## config.mk

```make
export PLATFORM = sky130hd
export DESIGN_NAME = res_stream_out
export DESIGN_NICKNAME = d
export VERILOG_FILES = /design/src/rtl/res_stream_out_pkg.sv /design/src/rtl/res_skid_fifo.sv /design/src/rtl/res_stream_out.sv
export SDC_FILE = /design/constraint.sdc
export NUM_CORES = 1
export LEC_CHECK = 0
export ABC_AREA = 1
export BUFFER_PORTS_ARGS = -buffer_cell sky130_fd_sc_hd__buf_2
export CORE_MARGIN = 2
export CORE_UTILIZATION = 40
export DETAILED_ROUTE_END_ITERATION = 8
export SKIP_LAST_GASP = 1
export SYNTH_ARGS = -nofsm -noshare
export SYNTH_HDL_FRONTEND = slang
export SYNTH_SLANG_ARGS = --single-unit
export TNS_END_PERCENT = 50
```

## constraint.sdc

```tcl
create_clock -name clk -period 3.4 [get_ports clk]
set_input_delay 0.68 -clock clk [delete_from_list [all_inputs] [get_ports clk]]
set_output_delay 0.68 -clock clk [all_outputs]
set_load 0.02 [all_outputs]
```

## src/rtl/res_stream_out_pkg.sv

```systemverilog
// Shared types and constants for the RES RAM output stage (state encoding, skid depth,
// defaults shared with the inference block).
package res_stream_out_pkg;

  typedef enum logic [1:0] {
    IDLE   = 2'd0,
    STREAM = 2'd1,
    FINISH = 2'd2
  } state_e;

  localparam int RES_RD_LATENCY     = 1;
  localparam int SKID_DEPTH         = 2;
  localparam int RES_WIDTH_DEF      = 8;
  localparam int RES_DEPTH_BITS_DEF = 6;
  localparam int SKID_CW            = $clog2(SKID_DEPTH + 1);

  // A new read may go out only if the entry it lands in is guaranteed free at capture,
  // counting the slot released by a pop in the same cycle.
  function automatic logic can_issue(input logic [SKID_CW-1:0] occ,
                                     input logic in_flight,
                                     input logic pop);
    return (int'(occ) + int'(in_flight) - int'(pop)) < SKID_DEPTH;
  endfunction

endpackage

```

## src/rtl/res_skid_fifo.sv

```systemverilog
// Small synchronous FIFO (SKID_DEPTH entries) holding captured RES words until the
// stream sink accepts them. Head entry is presented combinationally from storage.
module res_skid_fifo
  import res_stream_out_pkg::*;
#(
  parameter int W = RES_WIDTH_DEF
) (
  input  logic               clk,
  input  logic               rst,
  input  logic               push,
  input  logic [W-1:0]       push_data,
  input  logic               pop,
  output logic [W-1:0]       head_data,
  output logic               full,
  output logic               empty,
  output logic [SKID_CW-1:0] count
);

  logic [SKID_DEPTH-1:0][W-1:0] mem_q, mem_d;
  logic                         wr_ptr_q, wr_ptr_d;
  logic                         rd_ptr_q, rd_ptr_d;
  logic [SKID_CW-1:0]           count_q, count_d;
  logic                         do_push, do_pop;

  assign empty     = (count_q == '0);
  assign full      = (count_q == SKID_CW'(SKID_DEPTH));
  assign count     = count_q;
  assign head_data = mem_q[rd_ptr_q];

  // When full, a same-cycle pop frees the slot the push writes into.
  assign do_pop  = pop && !empty;
  assign do_push = push && (!full || do_pop);

  always_comb begin
    mem_d    = mem_q;
    wr_ptr_d = wr_ptr_q;
    rd_ptr_d = rd_ptr_q;
    count_d  = count_q;
    if (do_push) begin
      mem_d[wr_ptr_q] = push_data;
      wr_ptr_d        = ~wr_ptr_q;
    end
    if (do_pop) rd_ptr_d = ~rd_ptr_q;
    case ({do_push, do_pop})
      2'b10:   count_d = count_q + 1'b1;
      2'b01:   count_d = count_q - 1'b1;
      default: count_d = count_q;
    endcase
  end

  always_ff @(posedge clk or posedge rst) begin
    if (rst) begin
      mem_q    <= '0;
      wr_ptr_q <= 1'b0;
      rd_ptr_q <= 1'b0;
      count_q  <= '0;
    end else begin
      mem_q    <= mem_d;
      wr_ptr_q <= wr_ptr_d;
      rd_ptr_q <= rd_ptr_d;
      count_q  <= count_d;
    end
  end

endmodule

```

## src/rtl/res_stream_out.sv

```systemverilog
// Drains the RES RAM after Start and streams NUM_RESULTS words as an AXI4-Stream master.
// Optional RES_CLASSIFY_EN: each beat becomes a 1-bit class label (data >= THRESHOLD).
module res_stream_out
  import res_stream_out_pkg::*;
#(
  parameter int               width          = RES_WIDTH_DEF,
  parameter int               RES_depth_bits = RES_DEPTH_BITS_DEF,
  parameter int               NUM_RESULTS    = 64,
  parameter logic [width-1:0] THRESHOLD      = 8'd128
) (
  input  logic                      clk,
  input  logic                      rst,
  input  logic                      Start,
  output logic                      Done,
  output logic                      RES_read_en,
  output logic [RES_depth_bits-1:0] RES_read_address,
  input  logic [width-1:0]          RES_read_data_out,
  output logic [width-1:0]          M_AXIS_TDATA,
  output logic                      M_AXIS_TVALID,
  input  logic                      M_AXIS_TREADY,
  output logic                      M_AXIS_TLAST
);

  // One spare bit so the read counter can rest at NUM_RESULTS without wrapping.
  localparam int             CW     = RES_depth_bits + 1;
  localparam logic [CW-1:0]  N_RES  = CW'(NUM_RESULTS);
  localparam logic [CW-1:0]  N_LAST = CW'(NUM_RESULTS - 1);

  state_e             state_q, state_d;
  logic [CW-1:0]      rd_cnt_q, rd_cnt_d;
  logic [CW-1:0]      tx_cnt_q, tx_cnt_d;
  logic               in_flight_q, in_flight_d;

  logic [width-1:0]   head_data;
  logic [width-1:0]   push_data;
  logic               fifo_full, fifo_empty;
  logic [SKID_CW-1:0] fifo_occ;
  logic               hs, issue;

  assign hs    = !fifo_empty && M_AXIS_TREADY;
  assign issue = (state_q == STREAM) && (rd_cnt_q < N_RES) && !fifo_full &&
                 can_issue(fifo_occ, in_flight_q, hs);

`ifdef RES_CLASSIFY_EN
  always_comb begin
    push_data    = '0;
    push_data[0] = (RES_read_data_out >= THRESHOLD);
  end
`else
  assign push_data = RES_read_data_out;
`endif

  res_skid_fifo #(.W(width)) u_skid (
    .clk       (clk),
    .rst       (rst),
    .push      (in_flight_q),
    .push_data (push_data),
    .pop       (hs),
    .head_data (head_data),
    .full      (fifo_full),
    .empty     (fifo_empty),
    .count     (fifo_occ)
  );

  always_comb begin
    state_d     = state_q;
    rd_cnt_d    = rd_cnt_q;
    tx_cnt_d    = tx_cnt_q;
    in_flight_d = issue;
    case (state_q)
      IDLE: begin
        if (Start) begin
          rd_cnt_d = '0;
          tx_cnt_d = '0;
          state_d  = STREAM;
        end
      end
      STREAM: begin
        if (issue) rd_cnt_d = rd_cnt_q + 1'b1;
        if (hs) begin
          tx_cnt_d = tx_cnt_q + 1'b1;
          if (tx_cnt_q == N_LAST) state_d = FINISH;
        end
      end
      FINISH:  state_d = IDLE;
      default: state_d = IDLE;
    endcase
  end

  always_ff @(posedge clk or posedge rst) begin
    if (rst) begin
      state_q     <= IDLE;
      rd_cnt_q    <= '0;
      tx_cnt_q    <= '0;
      in_flight_q <= 1'b0;
    end else begin
      state_q     <= state_d;
      rd_cnt_q    <= rd_cnt_d;
      tx_cnt_q    <= tx_cnt_d;
      in_flight_q <= in_flight_d;
    end
  end

  // The buffer is empty by the time FINISH is reached, so Done never overlaps TVALID.
  assign Done             = (state_q == FINISH);
  assign RES_read_en      = issue;
  assign RES_read_address = rd_cnt_q[RES_depth_bits-1:0];
  assign M_AXIS_TVALID    = !fifo_empty;
  assign M_AXIS_TDATA     = head_data;
  assign M_AXIS_TLAST     = !fifo_empty && (tx_cnt_q == N_LAST);

endmodule

```

* Word level (Yosys, flattened, before mapping)
Index checks and enable logic that the tools add are counted.
Widths: inputs -> output; s select.
** Storage, ports and cells
- Logic and storage cells :: 65
- Output and inout port bits :: 18
- Input port bits :: 12
- Register bits after elaboration :: 37
** Operators by class
- $lt $le $gt $ge :: 5
- Reductions and logical operators :: 18
- Add/sub/neg operators :: 6
- Equal/unequal tests :: 10
- Bitwise gates (word level) :: 2
- Mux-type cells :: 15
** Operators with widths (count)
- $pmux 7 s2 :: 2
- $mux 8 :: 3
- $mux 7 :: 3
- $bwmux 16 :: 1
- $add 7x1->7 const B :: 2
- $reduce_and 3->1 :: 3
- $demux 8 s1 :: 1
- $logic_and 1x1->1 :: 8
- $pmux 2 s2 :: 2
- $eq 7x6->1 const B :: 1
- $lt 7x7->1 const B :: 1
- $eq 2x2->1 const B :: 3
- $mux 2 :: 3
- $ne 2x2->1 const B :: 3
- $eq 2x1->1 const B :: 2
- $logic_not 2->1 :: 2
- $lt 1x2->1 const B :: 2
- $lt 4x3->1 const B :: 1
- $reduce_bool 2->1 :: 2
- $sub 3x1->4 :: 1
- $add 2x1->3 :: 1
- $add 2x1->2 const B :: 1
- $logic_not 1->1 :: 2
- $ne 2x1->1 const B :: 1
- 4 further kinds :: 5

* Logic depth before layout (Yosys ltp)
- Word-level depth :: 8
- Gate-level depth with buffers :: 16
- Mapped depth without buffers :: 16

* Modules after synthesis
Synthesis repeated with hierarchy kept, for this count alone.
** Second synthesis, totals
- Cells, all modules :: 274
- Area, all modules :: 2120.8 um2
** By module, submodules not included
- res_stream_out :: times used 1, cells each 159, sequential area each 425.4 um2, area each 1144.8 um2
- res_skid_fifo :: times used 1, cells each 115, sequential area each 500.5 um2, area each 975.9 um2

* Worst setup path after synthesis
Ideal clock, no wire load.
- Kind :: reg2out
- From :: register u_skid.count_q[1] (netlist: u_skid.count[1])
- To :: output RES_read_en
- Required time :: 2.720 ns
- Buffers on the path :: 0
- Arrival time :: 2.206 ns
- Stages on the path, launching flop included :: 13
- Setup slack :: 0.514 ns
- Cell sequence :: dfrtp_1 inv_2 nand2_1 nand2_2 inv_2 ha_1 inv_1 nand2_1 fa_1 nand3_1 nand2_1 nand2_1 inv_1
** On the way
- Word-level cells in the longest chain between the ends :: 6
- Elaborated cells on any way between the ends :: 10
- Classes of those cells :: add/sub (2); order compare (1); eq/ne (1); reduce/logical (6)
** Ends and longest elaborated chain
- from (decl) :: line res_skid_fifo.sv:22 : logic [SKID_CW-1:0] count_q, count_d;
- from (signal assigned) :: line res_skid_fifo.sv:61 : count_q <= count_d;
- $logic_not 2->1 :: line res_skid_fifo.sv:25 : assign empty = (count_q == '0);
- $logic_not 1->1
- named net M_AXIS_TVALID :: line res_stream_out.sv:19 : output logic M_AXIS_TVALID,
- $logic_and 1x1->1 :: line res_stream_out.sv:40 : assign hs = !fifo_empty && M_AXIS_TREADY;
- $sub 3x1->4 :: line res_stream_out_pkg.sv:22 : return (int'(occ) + int'(in_flight) - int'(pop)) < SKID_DEPTH;
- $lt 4x3->1 :: line res_stream_out_pkg.sv:22
- $logic_and 1x1->1 :: line res_stream_out.sv:41 : assign issue = (state_q == STREAM) && (rd_cnt_q < N_RES) && !fifo_full &&
- to (decl) :: line res_stream_out.sv:15 : output logic RES_read_en,
The timed path passes the listed nets, and every way through them passes these cells.

* Worst setup path after layout
- From :: register u_skid.count_q[0] (netlist: u_skid.count[0])
- To :: output RES_read_en
** On the way
- Word-level cells in the longest chain between the ends :: 6
- Elaborated cells on any way between the ends :: 10
- Classes of those cells :: add/sub (2); order compare (1); eq/ne (1); reduce/logical (6)
** Ends and longest elaborated chain (line)
- branches (longest 5 deep; another with $sub 3x1->4)
- $logic_and 1x1->1 * :: res_stream_out.sv:41
Every way passes the cells marked *.

==> results by group <==
Outcome
  – Outcome: completed

STA
  – Slew margin rel.: 0.516
  – Final Max Slew Viols: 0
  – Worst-Margin Slew: between 0.7 and 0.8 ns
  – Peak Freq: approximately 310 MHz
  – Post-route clock period utilization: 0.942
  – Worst Slack Setup Final: 0.198 ns
  – Post-Route Skew: around 0.0046 ns
  – Final setup vio count: 0
  – Post-layout min period: 3.20 ns
  – Final Hold Fails: 0

Finish
  – # diodes: 0
  – Share of cells above drive strength 1: 0.230
  – Core Util, Final: 0.482
  – NumNets Final: 300
  – Area growth syn-to-layout: 14.8%

Global route
  – Vias in the first global route: between 1,000 and 1,500
  – Gr ovfl total: 0
  – Total GRT Usage: 0.154
  – First-pass GRT wire length: approximately 6.4 mm
  – Antenna violations before repair: 0
  – Largest net degree at the start of global routing: 38

Routing
  – Drt wl/cell: about 11 µm
  – Iter 0 DRT Violations: 94
  – DR pass1 iterations: 4
  – DRC Markers: 0
  – Vias: approximately 1,600
  – Via density: between 4 and 5
  – Antenna-violating nets left: 0
  – Drt total wl: approximately 3.7 mm

Pwr
  – Int Power: 1110 µW
  – Comb pwr share: 0.457
  – Switch share: 0.439
  – Seq pwr share: 0.381
  – Fraction of power consumed by the clock network: 0.162
  – Net Sw Power: 871 µW
  – Tot Pwr: 1980 µW
  – VDD IR max: approximately 420 µV
  – P per Cell Area: between 800 and 900 nW/µm²
  – LEAKAGE: roughly 0.0013 µW

Logic synthesis
  – Cell Area, Synth: 1990 µm²
  – Dominant cell type by area after synthesis: dfrtp_1
  – Netlist cell types: 27
  – Post-synthesis cell count: 250
  – Post-synthesis simple-gate area fraction: 0.284
  – Register area share after synthesis: 0.464
  – Yosys warns: 0
  – Post-Synth Adder-Cell Area: 0.0414
  – Synth Register Bits: 37
  – Synth Area in XOR/XNOR: 0.0351
  – Largest family of logic cells by synthesized area: simple AND/OR/NAND/NOR gates
  – Post-synthesis mux area share: 0
  – Synth Area in Compound Gates: 0.0765
  – Syn_area_per_cell: about 8 µm²
  – Largest cells by area after synthesis: dfrtp_1, nand2_1, nand3_1
  – Post-synth top area share: 0.464
  – Net Count, Synth: around 270

Clock network
  – CTS tree: done
  – H-tree depth: 2
  – Reg clk slew, reported paths: roughly 0.08 ns
  – Num CTS Buffers: 5
  – Worst-Skew Late Latency: around 0.28 ns
  – CTS max path bufs: 2
  – CTS root buf: clkbuf_8
  – Clk sinks: 37

Floorplanning
  – Rows: 25
  – Initial core utilization: 0.419
  – Die outline width: ~75 µm
  – DIE AREA: ~5600 µm²
  – Core Box Area: around 4800 µm²
  – Top Ports: 30
  – Die Y: 74.6 µm

Worst setup path
  – CP max stage cell: fa_1
  – Critical Path Sink Type: primary output
  – Critical Path Start Type: register
  – Critical path fanouts, max: 8
  – Critical Path RT: about 2.7 ns
  – Critical path class: reg -> out
  – Max incr delay on CP: approximately 0.52 ns
  – R2R Setup Slk: approximately 0.96 ns
  – Critical-path cell list: inv_2 -> nand2_1 -> nand2_2 -> inv_2 -> ha_1 -> inv_1 -> nand2_1 -> fa_1 -> nand3_1 -> nand2_1 -> nand2_4 -> inv_1 -> buf_2
  – Crit path top cell by count: nand2_1
  – Crit path DAT: 2.52 ns

Placed design
  – Placer Congestion: 0.838
  – IO buf count: 29
  – Setup Slack @ Placement: 0.215 ns
  – Final HPWL DP: around 2.6 mm

Run
  – Max capacitance violation total: 0

Worst hold path
  – Hold WC Path Type: in -> async
Yosys cell counts:
cell type  count
a21boi_0       1
a21oi_1        3
buf_12         1
buf_4          6
buf_6          1
clkbuf_1       2
clkinv_1       2
dfrtp_1       37
fa_1           1
ha_1           5
inv_1         24
inv_2          4
nand2_1       88
nand2_2        5
nand3_1       19
nand4_1        3
nor2_1        15
nor2_2         1
nor2_4         1
nor3_1         1
o21ai_0       11
o21ai_1        1
o21ai_2        8
or2_1          1
or2_2          1
xnor2_1        2
xor2_1         6
metal layers:
layer  share of wire  up-vias  global-route usage
li1                -      833                   -
met1            0.48      723               0.222
met2            0.46       36               0.216
met3           0.046        4              0.0455
met4           0.016        0              0.0655
met5               0        -                   0
sequential cells by signal, summed over array words and instances (netlist names):
signal,count
state_q,2
tx_cnt_q,7
rd_cnt_q,7
u_skid.count,2
u_skid.wr_ptr_q,1
u_skid.mem_q,16
in_flight_q,1
u_skid.rd_ptr_q,1
worst paths after layout:
kind	startpoint	end	cells after the start
hold / removal	rst	u_skid.mem_q[0]	3
setup reg to reg	u_skid.count[0]	rd_cnt_q[5]	16
max in group asynchronous	rst	u_skid.count[0]	3
min in group clk	u_skid.mem_q[1]	u_skid.mem_q[1]	2
setup / recovery	u_skid.count[0]	RES_read_en	13
hold reg to reg	u_skid.mem_q[1]	u_skid.mem_q[1]	2
worst max-delay path, delay by kind of cell, from the launching register on:
family        cells  cell delay [ns]
fa+ha+maj         2             0.78
buf+inv           5             0.44
flops             1             0.44
simple gates      6             0.57
layout make-up:
type | instances | area [µm²]
Sequential cell | 37 | 927
Multi-Input combinational cell | 173 | 880
Tap cell | 67 | 83.8
Fill cell | 491 | 2460
Clock buffer | 6 | 82.6
Timing Repair Buffer | 35 | 190
Clock inverter | 2 | 13.8
Inverter | 30 | 113
layout by cell type (no fill, tap or decap), types with 3 or more instances in the layout:
master    Yosys  final
ha_1          5      5
nand2_1      88     87
nand4_1       3      3
buf_4         6      6
nand3_1      19     19
buf_2         0     29
xor2_1        6      6
inv_1        24     24
o21ai_0      11     11
o21ai_2       8      8
a21oi_1       3      3
dfrtp_1      37     36
clkbuf_8      0      6
inv_2         4      4
nand2_2       5      5
nor2_1       15     15
per-stage QoR:
stage	hold WS [ns]	cells	setup TNS (ns)	cell area [µm²]
after floorplan	0.453	250	0	1990
after global placement	0.466	337	0	2150
after detailed placement	0.468	337	0	2150
after CTS	0.488	345	0	2240
after global routing	0.509	350	-0.00650	2290
final	0.481	350	0	2290
timing repair:
action                                  CTS  global route
hold buffers                              0             0
gates resized for setup                   0             3
setup buffers                             0             5
endpoints found under the setup margin    0             1
power groups by stage:
stage,Sequential (µW),Combinational (µW),Clock (µW)
after floorplan,720,716,0
after global placement,761,851,0
after detailed placement,764,861,0
after CTS,758,865,335
after global routing,787,1040,359
final,755,908,322
cells by family after synthesis:
group / after synthesis
fa+ha+maj: 6
xor+xnor: 8
compound gates: 24
flops: 37
simple gates: 135
buf+inv: 40
Note: power is estimated with default switching activity, not from simulation.
